## config.mk

```make
export PLATFORM = sky130hd
export DESIGN_NAME = pmem_load_ctrl_flat
export DESIGN_NICKNAME = d
export VERILOG_FILES = /design/src/rtl/pmem_load_ctrl_if.sv /design/src/rtl/pmem_load_ctrl.sv /design/src/flat_wrapper.sv
export SDC_FILE = /design/constraint.sdc
export NUM_CORES = 1
export LEC_CHECK = 0
export CORE_MARGIN = 5
export CORE_UTILIZATION = 44
export CTS_BUF_LIST = sky130_fd_sc_hd__clkbuf_4 sky130_fd_sc_hd__clkbuf_8 sky130_fd_sc_hd__clkbuf_16
export DETAILED_ROUTE_END_ITERATION = 8
export PLACE_DENSITY = 0.76
export SYNTH_ARGS = -nofsm -noshare
export SYNTH_HDL_FRONTEND = slang
export SYNTH_SLANG_ARGS = --single-unit
```

## constraint.sdc

```tcl
create_clock -name clk -period 1.9 [get_ports clk]
set_clock_uncertainty 0.1 [all_clocks]
set_input_delay 0.38 -clock clk [delete_from_list [all_inputs] [get_ports clk]]
set_output_delay 0.38 -clock clk [all_outputs]
set_load 0.005 [all_outputs]
```

## src/rtl/pmem_load_ctrl_if.sv

```systemverilog
// pmem_load_ctrl_if
// Bundles every non-clock/reset signal of the program-memory load
// controller.
//   master modport : host/core side (drives start, len, abort, wr_valid, wr_data)
//   slave  modport : pmem_load_ctrl (drives wr_ready, Pmem load port, core
//                    hold/start, busy, err)
// Parameters: ADDR_W (Pmem address and length width), INSTR_W (instruction width).
interface pmem_load_ctrl_if #(
  parameter int ADDR_W  = 8,
  parameter int INSTR_W = 12
);
  logic               start;
  logic [ADDR_W-1:0]  len;
  logic               abort;
  logic               wr_valid;
  logic [INSTR_W-1:0] wr_data;
  logic               wr_ready;
  logic               pmem_len;
  logic [ADDR_W-1:0]  pmem_laddr;
  logic [INSTR_W-1:0] pmem_linstr;
  logic               core_hold;
  logic               core_start;
  logic               busy;
  logic               err;

  modport master (
    output start, len, abort, wr_valid, wr_data,
    input  wr_ready, pmem_len, pmem_laddr, pmem_linstr,
           core_hold, core_start, busy, err
  );

  modport slave (
    input  start, len, abort, wr_valid, wr_data,
    output wr_ready, pmem_len, pmem_laddr, pmem_linstr,
           core_hold, core_start, busy, err
  );
endinterface

```

## src/rtl/pmem_load_ctrl.sv

```systemverilog
// pmem_load_ctrl
// Sequences program-memory loading for the 12-bit microcontroller. Words
// arrive from a host over a valid/ready stream and are written to Pmem one
// cycle after acceptance. The core is held in LOAD until the last word is
// written, then released with a one-cycle start pulse. Reload from RUN is
// supported.
// Ports:
//   clk  : clock
//   rst  : asynchronous active-high reset
//   bus  : pmem_load_ctrl_if.slave
//          in : start, len, abort, wr_valid, wr_data
//          out: wr_ready, pmem_len, pmem_laddr, pmem_linstr,
//               core_hold, core_start, busy, err
// Optional feature macro: PMEM_LOAD_CKSUM_EN
//   When defined, a CHECK state follows the last word and accepts one extra
//   word that must equal the modulo-2^INSTR_W sum of the loaded words.
module pmem_load_ctrl #(
  parameter int ADDR_W  = 8,
  parameter int INSTR_W = 12
) (
  input  logic            clk,
  input  logic            rst,
  pmem_load_ctrl_if.slave bus
);

`ifdef PMEM_LOAD_CKSUM_EN
  typedef enum logic [2:0] {IDLE, LOAD, CHECK, RELEASE, RUN} state_t;
`else
  typedef enum logic [1:0] {IDLE, LOAD, RELEASE, RUN} state_t;
`endif

  state_t             state, state_next;
  logic [ADDR_W-1:0]  count;
  logic [ADDR_W-1:0]  len_q;
  logic               pmem_len_q;
  logic [ADDR_W-1:0]  pmem_laddr_q;
  logic [INSTR_W-1:0] pmem_linstr_q;
  logic               err_q;

  logic wr_ready, busy, core_hold, core_start;
  logic xfer, accept_start, count_clr, err_set;
  logic start_ok, start_bad, last_word;

`ifdef PMEM_LOAD_CKSUM_EN
  logic [INSTR_W-1:0] sum;
`endif

  assign start_ok  = bus.start && (bus.len != '0);
  assign start_bad = bus.start && (bus.len == '0);
  assign last_word = (count == len_q - ADDR_W'(1));

  // State register
  always_ff @(posedge clk or posedge rst) begin
    if (rst) state <= IDLE;
    else     state <= state_next;
  end

  // Next-state and per-state outputs. abort is tested before wr_valid so a
  // word offered together with abort is never consumed.
  always_comb begin
    state_next   = state;
    wr_ready     = 1'b0;
    busy         = 1'b0;
    core_hold    = 1'b1;
    core_start   = 1'b0;
    xfer         = 1'b0;
    accept_start = 1'b0;
    count_clr    = 1'b0;
    err_set      = 1'b0;
    case (state)
      IDLE: begin
        if (start_ok) begin
          accept_start = 1'b1;
          count_clr    = 1'b1;
          state_next   = LOAD;
        end else if (start_bad) begin
          err_set = 1'b1;
        end
      end
      LOAD: begin
        wr_ready = 1'b1;
        busy     = 1'b1;
        if (bus.abort) begin
          err_set    = 1'b1;
          count_clr  = 1'b1;
          state_next = IDLE;
        end else if (bus.wr_valid) begin
          xfer = 1'b1;
`ifdef PMEM_LOAD_CKSUM_EN
          if (last_word) state_next = CHECK;
`else
          if (last_word) state_next = RELEASE;
`endif
        end
      end
`ifdef PMEM_LOAD_CKSUM_EN
      CHECK: begin
        wr_ready = 1'b1;
        busy     = 1'b1;
        if (bus.abort) begin
          err_set    = 1'b1;
          count_clr  = 1'b1;
          state_next = IDLE;
        end else if (bus.wr_valid) begin
          if (bus.wr_data == sum) begin
            state_next = RELEASE;
          end else begin
            err_set    = 1'b1;
            count_clr  = 1'b1;
            state_next = IDLE;
          end
        end
      end
`endif
      RELEASE: begin
        core_start = 1'b1;
        state_next = RUN;
      end
      RUN: begin
        core_hold = 1'b0;
        if (start_ok) begin
          accept_start = 1'b1;
          count_clr    = 1'b1;
          state_next   = LOAD;
        end else if (start_bad) begin
          err_set = 1'b1;
        end
      end
      default: state_next = IDLE;
    endcase
  end

  // Datapath: Pmem write port is registered one cycle behind the accepted
  // word; address/data hold their last value when no write is issued.
  // err is suppressed for a cycle after it fires so it is always a single pulse.
  always_ff @(posedge clk or posedge rst) begin
    if (rst) begin
      count         <= '0;
      len_q         <= '0;
      pmem_len_q    <= 1'b0;
      pmem_laddr_q  <= '0;
      pmem_linstr_q <= '0;
      err_q         <= 1'b0;
    end else begin
      pmem_len_q <= xfer;
      err_q      <= err_set && !err_q;
      if (accept_start) len_q <= bus.len;
      if (xfer) begin
        pmem_laddr_q  <= count;
        pmem_linstr_q <= bus.wr_data;
        count         <= count + ADDR_W'(1);
      end
      if (count_clr) count <= '0;
    end
  end

`ifdef PMEM_LOAD_CKSUM_EN
  // Running checksum of accepted words, restarted with each new load
  always_ff @(posedge clk or posedge rst) begin
    if (rst)               sum <= '0;
    else if (accept_start) sum <= '0;
    else if (xfer)         sum <= sum + bus.wr_data;
  end
`endif

  assign bus.wr_ready    = wr_ready;
  assign bus.busy        = busy;
  assign bus.core_hold   = core_hold;
  assign bus.core_start  = core_start;
  assign bus.pmem_len    = pmem_len_q;
  assign bus.pmem_laddr  = pmem_laddr_q;
  assign bus.pmem_linstr = pmem_linstr_q;
  assign bus.err         = err_q;

endmodule
```

## src/flat_wrapper.sv

```systemverilog
// flat-port wrapper written by rule: the top's interface ports become plain ports
module pmem_load_ctrl_flat 
#(
  parameter int ADDR_W  = 8,
  parameter int INSTR_W = 12
)
  (clk, rst, bus_start, bus_len, bus_abort, bus_wr_valid, bus_wr_data, bus_wr_ready, bus_pmem_len, bus_pmem_laddr, bus_pmem_linstr, bus_core_hold, bus_core_start, bus_busy, bus_err);
  pmem_load_ctrl_if #(.ADDR_W(ADDR_W), .INSTR_W(INSTR_W)) bus_i ();
  input  logic clk;
  input  logic rst;
  input wire logic [$bits(bus_i.start)-1:0] bus_start;
  input wire logic [$bits(bus_i.len)-1:0] bus_len;
  input wire logic [$bits(bus_i.abort)-1:0] bus_abort;
  input wire logic [$bits(bus_i.wr_valid)-1:0] bus_wr_valid;
  input wire logic [$bits(bus_i.wr_data)-1:0] bus_wr_data;
  output wire logic [$bits(bus_i.wr_ready)-1:0] bus_wr_ready;
  output wire logic [$bits(bus_i.pmem_len)-1:0] bus_pmem_len;
  output wire logic [$bits(bus_i.pmem_laddr)-1:0] bus_pmem_laddr;
  output wire logic [$bits(bus_i.pmem_linstr)-1:0] bus_pmem_linstr;
  output wire logic [$bits(bus_i.core_hold)-1:0] bus_core_hold;
  output wire logic [$bits(bus_i.core_start)-1:0] bus_core_start;
  output wire logic [$bits(bus_i.busy)-1:0] bus_busy;
  output wire logic [$bits(bus_i.err)-1:0] bus_err;
  assign bus_i.start = bus_start;
  assign bus_i.len = bus_len;
  assign bus_i.abort = bus_abort;
  assign bus_i.wr_valid = bus_wr_valid;
  assign bus_i.wr_data = bus_wr_data;
  assign bus_wr_ready = bus_i.wr_ready;
  assign bus_pmem_len = bus_i.pmem_len;
  assign bus_pmem_laddr = bus_i.pmem_laddr;
  assign bus_pmem_linstr = bus_i.pmem_linstr;
  assign bus_core_hold = bus_i.core_hold;
  assign bus_core_start = bus_i.core_start;
  assign bus_busy = bus_i.busy;
  assign bus_err = bus_i.err;
  pmem_load_ctrl #(.ADDR_W(ADDR_W), .INSTR_W(INSTR_W)) u_core (.clk(clk), .rst(rst), .bus(bus_i));
endmodule
```

==> results.txt, run 1 <==
status = finished clean
post-layout util = 67.3%
First-pass DRT Iterations = 4
RR Endpoint = u_core.state[1]
CP top delay family = simple AND/OR/NAND/NOR gates
VDD IR max = 0.664 mV
Critical Path RT = 1.98 ns
Final nets = 312
Mean Syn Cell Area = 9.49 µm²
Worst-path clk slew = 0.08 ns
Hold Fails Final Rpt = 0
WHS = 0.274 ns
unrepaired setup endpoints after global routing = yes
first-pass GRT wire length = 7750 µm
multi-input logic area = 1030 µm²
total number of vias = 1674
Final setup viols = 0
Buf/Inv on CP = 1
top cells by area, synth = dfrtp_1, nand2_1, mux2_4
crit-path cells = clkdlybuf4s50_1 > or4_4 > nor2_4 > or2_4 > mux2_4
worst-path maximum fanout = 3
Starting Density = 45.7%
Post-Route WL = 4860 µm
leak pwr = 1.42 nW
H-tree Lvls = 2
core area = 4380 µm²
worst-margin pin slew = 0.360 ns
CTS tree = done
f_max = 527 MHz
max_cap viols = 0
max-slew violations = 0
number of global-route vias before repair = 1592
fin crit share = 99.8%
GPL Wtd Cong = 0.774
post-synthesis async set-or-reset flop share = 100%
wire per inst = 14.6 µm
initial antenna violation count = 0
GR Util All Layers = 16.0%
number of synthesized flops with an enable pin = 0
Syn Nets = 241
relative slew slack = 76.0%
Detail Route Antenna Nets = 0
crit path time final = 1.90 ns
largest area contributor in the netlist = dfrtp_1
hold path depth = 2
worst hold-check path type = in -> reg
Hold Crit Start = bus_len[6]
worst-case clock buffer depth = 2
n_diodes = 0
share of layout cells above drive strength 1 = 22.3%
Reg2Reg Setup Slack = 0.07 ns
Die W = 77.5 µm
Register Area = 1000 µm²
Cell Rows = 24
CP startpoint kind = input pin
post-synthesis sequential area ratio = 50.0%
post-synthesis register bit count = 40
Yosys cell types = 40
num ports = 51
root buf cell = clkbuf_8
hold path endpoint = u_core.len_q[6]
clk_lat worst skew = 0.29 ns
Worst Reg-to-Reg Cells = 7
number of I/O port buffers = 50
DRT iter0 DRCs = 91
DP HPWL = 3310 µm
ys flop type = dfrtp_1
Cell Area, Synth = 2000 µm²
Layout area overhead = 47.3%
Yosys Warn Count = 0
Clock Sinks = 40
CTS Buf Count = 5
Crit. End Element = register
largest net degree at the start of global routing = 41
RR Startpoint = u_core.len_q[1]
total grt overflow = 0
pwr/cell area = 1400 nW/µm²
Die ar. = 6000 µm²
DRC Markers = 0
Via-to-Cell Ratio = 5.01
Slowest cell on crit path = or4_4
Yosys top cell area share = 50.0%
Die Height = 77.5 µm
slowest stage delay, CP = 0.56 ns
Cells after Synth = 211
filler instances = 348
Setup CP Type = in -> reg
WP data arrival = 1.97 ns
==> placed cells by master, fill, tap and decap left out, drive strengths merged, types with 2 or more instances in the layout <==
master          n
nor3            3
and3            2
nor2           14
ha              5
buf            22
o21ai           6
nand2          71
mux2            6
nand4           3
nand3           4
xor2            8
or4             2
inv             9
clkdlybuf4s50  42
a21oi           4
a41oi           2
bufinv          2
dlygate4sd2     2
clkbuf          5
a211oi          3
dfrtp          40
nand2b          2
xnor2           8
dlymetal6s2s    6
==> synth_stat cells, drive strengths merged (2+ instances only) <==
master	count
xor2	8
xnor2	8
ha	5
and3	2
nor2	14
nand2b	2
nor3	3
nand2	71
inv	9
o21ai	6
or4	2
mux2	6
a21oi	4
dfrtp	40
clkbuf	2
nand4	3
a211oi	3
buf	6
a41oi	2
nand3	4
==> worst reg2reg max path: stages, from the launching register on <==
cell and delay [ns]:
dfrtp_1 0.40, inv_2 0.09, ha_4 0.19, nand3_1 0.12, a221oi_2 0.34, a41oi_2 0.07
a211oi_2 0.27, o311a_1 0.19
==> power by group <==
part | total [W] | switching [W] | internal, W
clock | 0.000808 | 0.000291 | 0.000517
combinational | 0.00192 | 0.000837 | 0.00108
sequential | 0.00140 | 0.000279 | 0.00112
total | 0.00413 | 0.00141 | 0.00272
==> worst max-delay path by stage <==
stage               startpoint              end  cells past startpoint
2_1_floorplan  u_core.len_q[0]  u_core.state[1]                      8
3_3_place_gp        bus_len[4]  u_core.len_q[7]                      5
3_5_place_dp        bus_len[4]  u_core.len_q[7]                      5
4_1_cts        u_core.state[0]   bus_core_start                      3
5_1_grt        u_core.len_q[1]  u_core.state[1]                      7
6_report            bus_len[1]  u_core.len_q[7]                      5
==> through the flow <==
step	area, µm²	TNS [ns]	power (W)	std cells	setup WS (ns)
after global routing	2950	-0.143	0.00440	334	-0.0587
after global placement	2690	-4.21	0.00303	324	-0.260
final	2950	0	0.00413	334	0.00393
after detailed placement	2690	-5.09	0.00308	324	-0.338
after floorplan	2000	0	0.00229	211	0.0252
after CTS	2850	-0.136	0.00396	332	-0.0797
==> flip-flops by register name (all words and copies together) (netlist names) <==
register	flops
u_core.bus.pmem_linstr	12
u_core.len_q	8
u_core.bus.err	1
u_core.bus.pmem_laddr	8
u_core.state	2
u_core.count	8
u_core.bus.pmem_len	1
==> kinds of logic (layout without fill, tap and decap cells) <==
logic type / Yosys count / in the layout / synth area share (%)
adders and majority gates: 5 / 5 / 3.12
muxes: 7 / 7 / 4.81
xor gates and xnor gates: 16 / 16 / 7.00
AOI/OAI and AO/OA: 21 / 21 / 7.87
and+or+nand+nor: 105 / 105 / 23.7
DFF: 40 / 40 / 50.0
buffers and inverters: 17 / 88 / 3.56
==> cell type report <==
cell class / instances / share of cell area, %
clock buffers: 5 / 2.33
multi-input cells: 154 / 34.9
flip-flops and latches: 40 / 34.0
well taps: 52 / 2.20
repair buffers: 72 / 23.4
clock inverters: 2 / 2.03
inverters: 9 / 1.14
==> per-layer routing <==
layer | global-route usage, % | up-vias | routed length (µm)
met3 | 5.67 | 10 | 331
met1 | 20.3 | 783 | 2030
met4 | 5.84 | 0 | 98
met2 | 25.3 | 44 | 2400
met5 | 0 | - | 0
li1 | - | 837 | -
==> timing repair <==
item                                    CTS  global route
gates resized for setup                  10            23
buffers inserted                          1             2
hold buffers                              0             0
pin swaps                                 4            11
endpoints found under the setup margin   14            20
(Power assumes the default switching activity.)
==> run 2, diff against run 1 <==
--- a/config.mk
+++ b/config.mk
@@ -5,7 +5,6 @@
 export SDC_FILE = /design/constraint.sdc
 export NUM_CORES = 1
 export LEC_CHECK = 0
-export CORE_MARGIN = 5
 export CORE_UTILIZATION = 44
 export CTS_BUF_LIST = sky130_fd_sc_hd__clkbuf_4 sky130_fd_sc_hd__clkbuf_8 sky130_fd_sc_hd__clkbuf_16
 export DETAILED_ROUTE_END_ITERATION = 8
==> run 2 against run 1 <==
Against the previous run: the flow now finishes with violations (design-rule violations, negative setup slack); sequential share of layout area grew 0.65 points; utilization shrank 0.80 points; setup slack lost 0.0096 ns; maximum frequency shrank 0.51%; combinational power is essentially flat; flip-flop and latch count is the same; design area shrank 1.9%; largest cell class unchanged; largest power group unchanged; highest routed layer unchanged.
==> results.txt, run 2 (same netlist as run 1, synthesis figures left out) <==
Layout area overhead = 44.6%
core area = 4350 µm²
Critical Path RT = 1.97 ns
worst setup margin = -0.00570 ns
unrepaired setup endpoints after global routing = yes
pwr/cell area = 1320 nW/µm²
Die ar. = 4830 µm²
CP startpoint kind = input pin
First-pass DRT Iterations = 6
Detail Route Antenna Nets = 0
post-place setup slack = -0.296 ns
Clock Sinks = 40
GR Util All Layers = 19.8%
crit-path cells = clkdlybuf4s50_1 > or4_4 > nor2_4 > or2_2 > mux2_1
Post-Route WL = 4430 µm
most frequent cells in the layout = nand2_1, clkdlybuf4s50_1, dfrtp_1, buf_4, nor2_1
Final Cell Area = 2900 µm²
filler instances = 345
status = finished with violations
DRC Markers = 1
CTS Buf Count = 5
f_max = 525 MHz
Cell Rows = 24
Via-to-Cell Ratio = 5.06
VDD IR max = 0.693 mV
Starting Density = 46.0%
worst hold-check path type = in -> async
fin crit share = 100%
WHS = 0.335 ns
crit path time final = 1.91 ns
most common cell after layout, fill and taps aside = nand2_1
Worst-path clk slew = 0.08 ns
total grt overflow = 0
initial antenna violation count = 0
relative slew slack = 70.3%
DRT iter0 DRCs = 125
failing checks = design-rule violations, negative setup slack
number of I/O port buffers = 50
WP data arrival = 1.98 ns
Final setup viols = 1
Crit. End Element = register
wire per inst = 13.1 µm
Hold Fails Final Rpt = 0
root buf cell = clkbuf_8
Critical path origin = bus_len[3]
fin cells = 337
num ports = 51
largest net degree at the start of global routing = 41
multi-input logic area = 1010 µm²
Buf/Inv on CP = 1
Placed Cells = 325
leak pwr = 1.36 nW
max-slew violations = 0
Fin Setup TNS = -0.00570 ns
H-tree Lvls = 2
GPL Wtd Cong = 0.779
CTS tree = done
total number of vias = 1706
slowest stage delay, CP = 0.58 ns
clk_lat worst skew = 0.29 ns
RR Startpoint = u_core.state[1]
share of layout cells above drive strength 1 = 22.1%
Slowest cell on crit path = or4_4
first-pass GRT wire length = 7410 µm
number of global-route vias before repair = 1643
worst-case clock buffer depth = 2
worst-path maximum fanout = 3
Final nets = 315
Die Height = 69.5 µm
DP HPWL = 3190 µm
worst-margin pin slew = 0.445 ns
n_diodes = 0
max_cap viols = 0
Setup CP Type = in -> reg
Area after DPL = 2690 µm²
Die W = 69.5 µm
CP top delay family = simple AND/OR/NAND/NOR gates
Register Area = 1000 µm²
max reg flops = 12
==> run 2: power by group <==
part           internal (W)  switching (W)  total [W]  leakage, nW
combinational       0.00109       0.000819    0.00191        0.803
sequential          0.00112       0.000255    0.00138        0.514
clock              0.000249       0.000288   0.000537       0.0400
==> run 2: layer usage <==
| metal | vias to the layer above | track usage (%) | routed length (µm) |
|---|---|---|---|
| met5 | - | 0 | 0 |
| met4 | 0 | 7.48 | 59 |
| met3 | 5 | 6.25 | 164 |
| met2 | 35 | 31.7 | 2260 |
| met1 | 824 | 24.9 | 1950 |
| li1 | 842 | - | - |
==> run 2: worst paths after layout <==
path | depth (start not counted) | slack (ns) | end
worst min-delay path | 3 | 0.34 | u_core.state[1]
max in group asynchronous | 3 | 1.13 | u_core.len_q[3]
worst max-delay path | 5 | -0.006 | u_core.len_q[7]
min in group clk | 1 | 0.34 | u_core.bus.err
worst max register to register | 5 | 0.01 | u_core.len_q[5]
worst min register to register | 1 | 0.34 | u_core.bus.err
==> run 2: stage by stage <==
| stage | power [W] | util, % |
|---|---|---|
| after floorplan | 0.00229 | - |
| after global placement | 0.00302 | 61.9 |
| after detailed placement | 0.00307 | 61.9 |
| after CTS | 0.00367 | 64.4 |
| after global routing | 0.00409 | 66.5 |
| final | 0.00383 | 66.5 |
==> run 2: repair_timing <==
item / 4_1_cts / 5_1_grt
endpoints found under the setup margin: 6 / 12
pin swaps: 0 / 12
buffers inserted: 1 / 4
gates resized for setup: 8 / 16
hold buffers: 0 / 0
==> run 2: cell type report <==
type	instances	area share [%]
clock inverter	2	0.432
inverter	9	1.17
tap	52	2.25
timing repair buffer	75	24.4
clock buffer	5	2.38
multi-input combinational	154	34.7
sequential	40	34.6
==> run 2: worst register-to-register path: stages (launching register included) <==
cell	delay (ns)
dfrtp_1	0.42
ha_2	0.35
nand2_1	0.06
buf_4	0.13
nor2_2	0.37
mux2_4	0.34
==> run 3, diff against run 2 <==
--- a/config.mk
+++ b/config.mk
@@ -5,10 +5,14 @@
 export SDC_FILE = /design/constraint.sdc
 export NUM_CORES = 1
 export LEC_CHECK = 0
-export CORE_UTILIZATION = 44
+export ABC_AREA = 1
+export CELL_PAD_IN_SITES_DETAIL_PLACEMENT = 1
+export CELL_PAD_IN_SITES_GLOBAL_PLACEMENT = 2
+export CORE_UTILIZATION = 25
 export CTS_BUF_LIST = sky130_fd_sc_hd__clkbuf_4 sky130_fd_sc_hd__clkbuf_8 sky130_fd_sc_hd__clkbuf_16
 export DETAILED_ROUTE_END_ITERATION = 8
-export PLACE_DENSITY = 0.76
+export HOLD_SLACK_MARGIN = 0.05
+export PLACE_DENSITY_LB_ADDON = 0.1
 export SYNTH_ARGS = -nofsm -noshare
 export SYNTH_HDL_FRONTEND = slang
 export SYNTH_SLANG_ARGS = --single-unit
==> run 3 against run 2 <==
Against the previous run: maximum frequency is 2.8% higher; highest routed layer unchanged; critical path depth is 2 lower; sequential share of layout area is 0.38 points lower; sequential power barely moved; register-to-register slack better by 0.05 ns; largest cell class is now flip-flops and latches; utilization down 29 points; critical path type is now reg -> out; the run now ends clean; non-clock buffer count shrank 3; synthesized cell count is 19% higher; first-iteration DRC count shrank 50%; final cell count is 26% higher.
==> results.txt, run 3 <==
status = finished clean
wire per inst = 12.9 µm
Worst-path clk slew = 0.08 ns
root buf cell = clkbuf_8
Yosys cell types = 32
first-pass GRT wire length = 9210 µm
total number of vias = 1836
Crit. End Element = primary output
Cell Area, Synth = 2040 µm²
Final nets = 353
CP startpoint kind = register
unrepaired setup endpoints after global routing = yes
Final setup viols = 0
Critical Path RT = 1.42 ns
cts hold-fix bufs = 0
GPL Wtd Cong = 0.724
Mean Syn Cell Area = 8.14 µm²
number of I/O port buffers = 50
Syn Nets = 281
clk_lat worst skew = 0.30 ns
Post-Route WL = 5480 µm
num ports = 51
CTS tree = done
Die W = 92.4 µm
most common cell after layout, fill and taps aside = nand2_1
Critical path origin = u_core.state[1]
Via-to-Cell Ratio = 4.32
post-synthesis sequential area ratio = 49.0%
Clock Sinks = 40
VDD IR max = 0.416 mV
Yosys top cell area share = 49.0%
initial antenna violation count = 0
share of layout cells above drive strength 1 = 18.6%
worst-path maximum fanout = 4
number of synthesized flops with an enable pin = 0
GR Util All Layers = 13.8%
Yosys Warn Count = 0
Post-synth top cells = nand2_1, dfrtp_1, inv_1, nor2_1, nand3_1
post-synthesis async set-or-reset flop share = 100%
largest net degree at the start of global routing = 41
WP data arrival = 1.37 ns
worst hold-check path type = in -> async
Starting Density = 26.2%
fin crit share = 97.5%
DRC Markers = 0
Detail Route Antenna Nets = 0
Hold Fails Final Rpt = 0
n_diodes = 0
pwr/cell area = 1240 nW/µm²
Reg2Reg Setup Slack = 0.06 ns
H-tree Lvls = 2
core area = 7810 µm²
worst-case clock buffer depth = 2
relative slew slack = 65.5%
max reg flops = 12
leak pwr = 1.36 nW
Die ar. = 8540 µm²
Layout area overhead = 43.2%
top cells by area, synth = dfrtp_1, nand2_1, inv_1
Cell Rows = 32
DP HPWL = 4150 µm
Die Height = 92.4 µm
First-pass DRT Iterations = 4
largest area contributor in the netlist = dfrtp_1
total grt overflow = 0
WHS = 0.330 ns
post-synthesis register bit count = 40
crit path time final = 1.85 ns
crit path to = bus_core_start
Area after DPL = 2790 µm²
filler instances = 956
RR Endpoint = u_core.count[4]
Final Cell Area = 2930 µm²
RR Startpoint = u_core.state[1]
f_max = 540 MHz
max_cap viols = 0
number of global-route vias before repair = 1842
most frequent cells in the layout = nand2_1, clkdlybuf4s50_1, dfrtp_1, inv_1, buf_4
worst-margin pin slew = 0.517 ns
CTS Buf Count = 5
ys flop type = dfrtp_1
Cells after Synth = 251
Setup CP Type = reg -> out
DRT iter0 DRCs = 62
max-slew violations = 0
Worst Reg-to-Reg Cells = 5
most frequent cell after synthesis = nand2_1
run 3: cell count changes after synthesis, sizes merged, moves of 5 or more:
cell	change
inv	+19
nand3	+10
nor2	+10
nand2	+20
mux2	-5
xnor2	-6
o21ai	+9
run 3: worst min-delay path by stage:
stage | start | endpoint | slack [ns] | depth (start not counted)
2_1_floorplan | u_core.bus.err | u_core.bus.err | 0.33 | 1
3_3_place_gp | u_core.bus.err | u_core.bus.err | 0.36 | 1
3_5_place_dp | u_core.bus.err | u_core.bus.err | 0.35 | 1
4_1_cts | rst | u_core.state[1] | 0.35 | 3
5_1_grt | rst | u_core.bus.pmem_linstr[1] | 0.38 | 3
6_report | rst | u_core.bus.pmem_linstr[1] | 0.33 | 3
run 3: layer usage:
metal | up-vias | track usage [%] | wire [µm]
li1 | 927 | - | -
met1 | 863 | 19.3 | 2800
met2 | 39 | 21.0 | 2370
met3 | 7 | 3.28 | 233
met4 | 0 | 3.91 | 67
met5 | - | 0 | 0
run 3: power by group:
group | internal [W] | switching, W
registers | 0.00112 | 0.000226
clock network | 0.000249 | 0.000315
logic | 0.000855 | 0.000860
total | 0.00223 | 0.00140
run 3: worst max-delay path: stages, from the launching register on:
cell           delay (ns)
dfrtp_1              0.42
buf_4                0.15
ha_1                 0.22
dlygate4sd2_1        0.29
run 3: logic make-up after synthesis:
| logic type | Yosys count | share of synthesized area, % |
|---|---|---|
| DFF | 40 | 49.0 |
| muxes | 1 | 0.551 |
| xor gates and xnor gates | 7 | 3.00 |
| buffers and inverters | 35 | 7.16 |
| adders and majority gates | 5 | 3.06 |
| and+or+nand+nor | 138 | 30.3 |
| AOI/OAI and AO/OA | 25 | 6.98 |
run 3: metrics by stage:
step	total power, W	std cells	setup slack (ns)	utilization (%)	TNS [ns]
finish	0.00363	425	0.0468	37.5	0
global route	0.00394	425	-0.0407	37.5	-0.0664
CTS	0.00364	423	0.0178	37.0	0
detailed placement	0.00302	415	-0.113	35.7	-1.11
global placement	0.00301	415	-0.0555	35.7	-0.343
floorplan	0.00223	251	0.243	-	0
run 3: timing repair:
item / 4_1_cts / 5_1_grt
pin swaps: 0 / 1
setup endpoints to repair: 6 / 5
setup buffers: 1 / 2
resized for setup: 9 / 5
run 3: layout make-up:
type	count	area (µm²)	share of cell area, %
clock buffers	5	68.8	2.35
clock inverters	2	12.5	0.428
inverters	28	105	3.59
multi-input cells	176	936	32.0
flip-flops and latches	40	1000	34.3
well taps	102	128	4.36
repair buffers	72	673	23.0
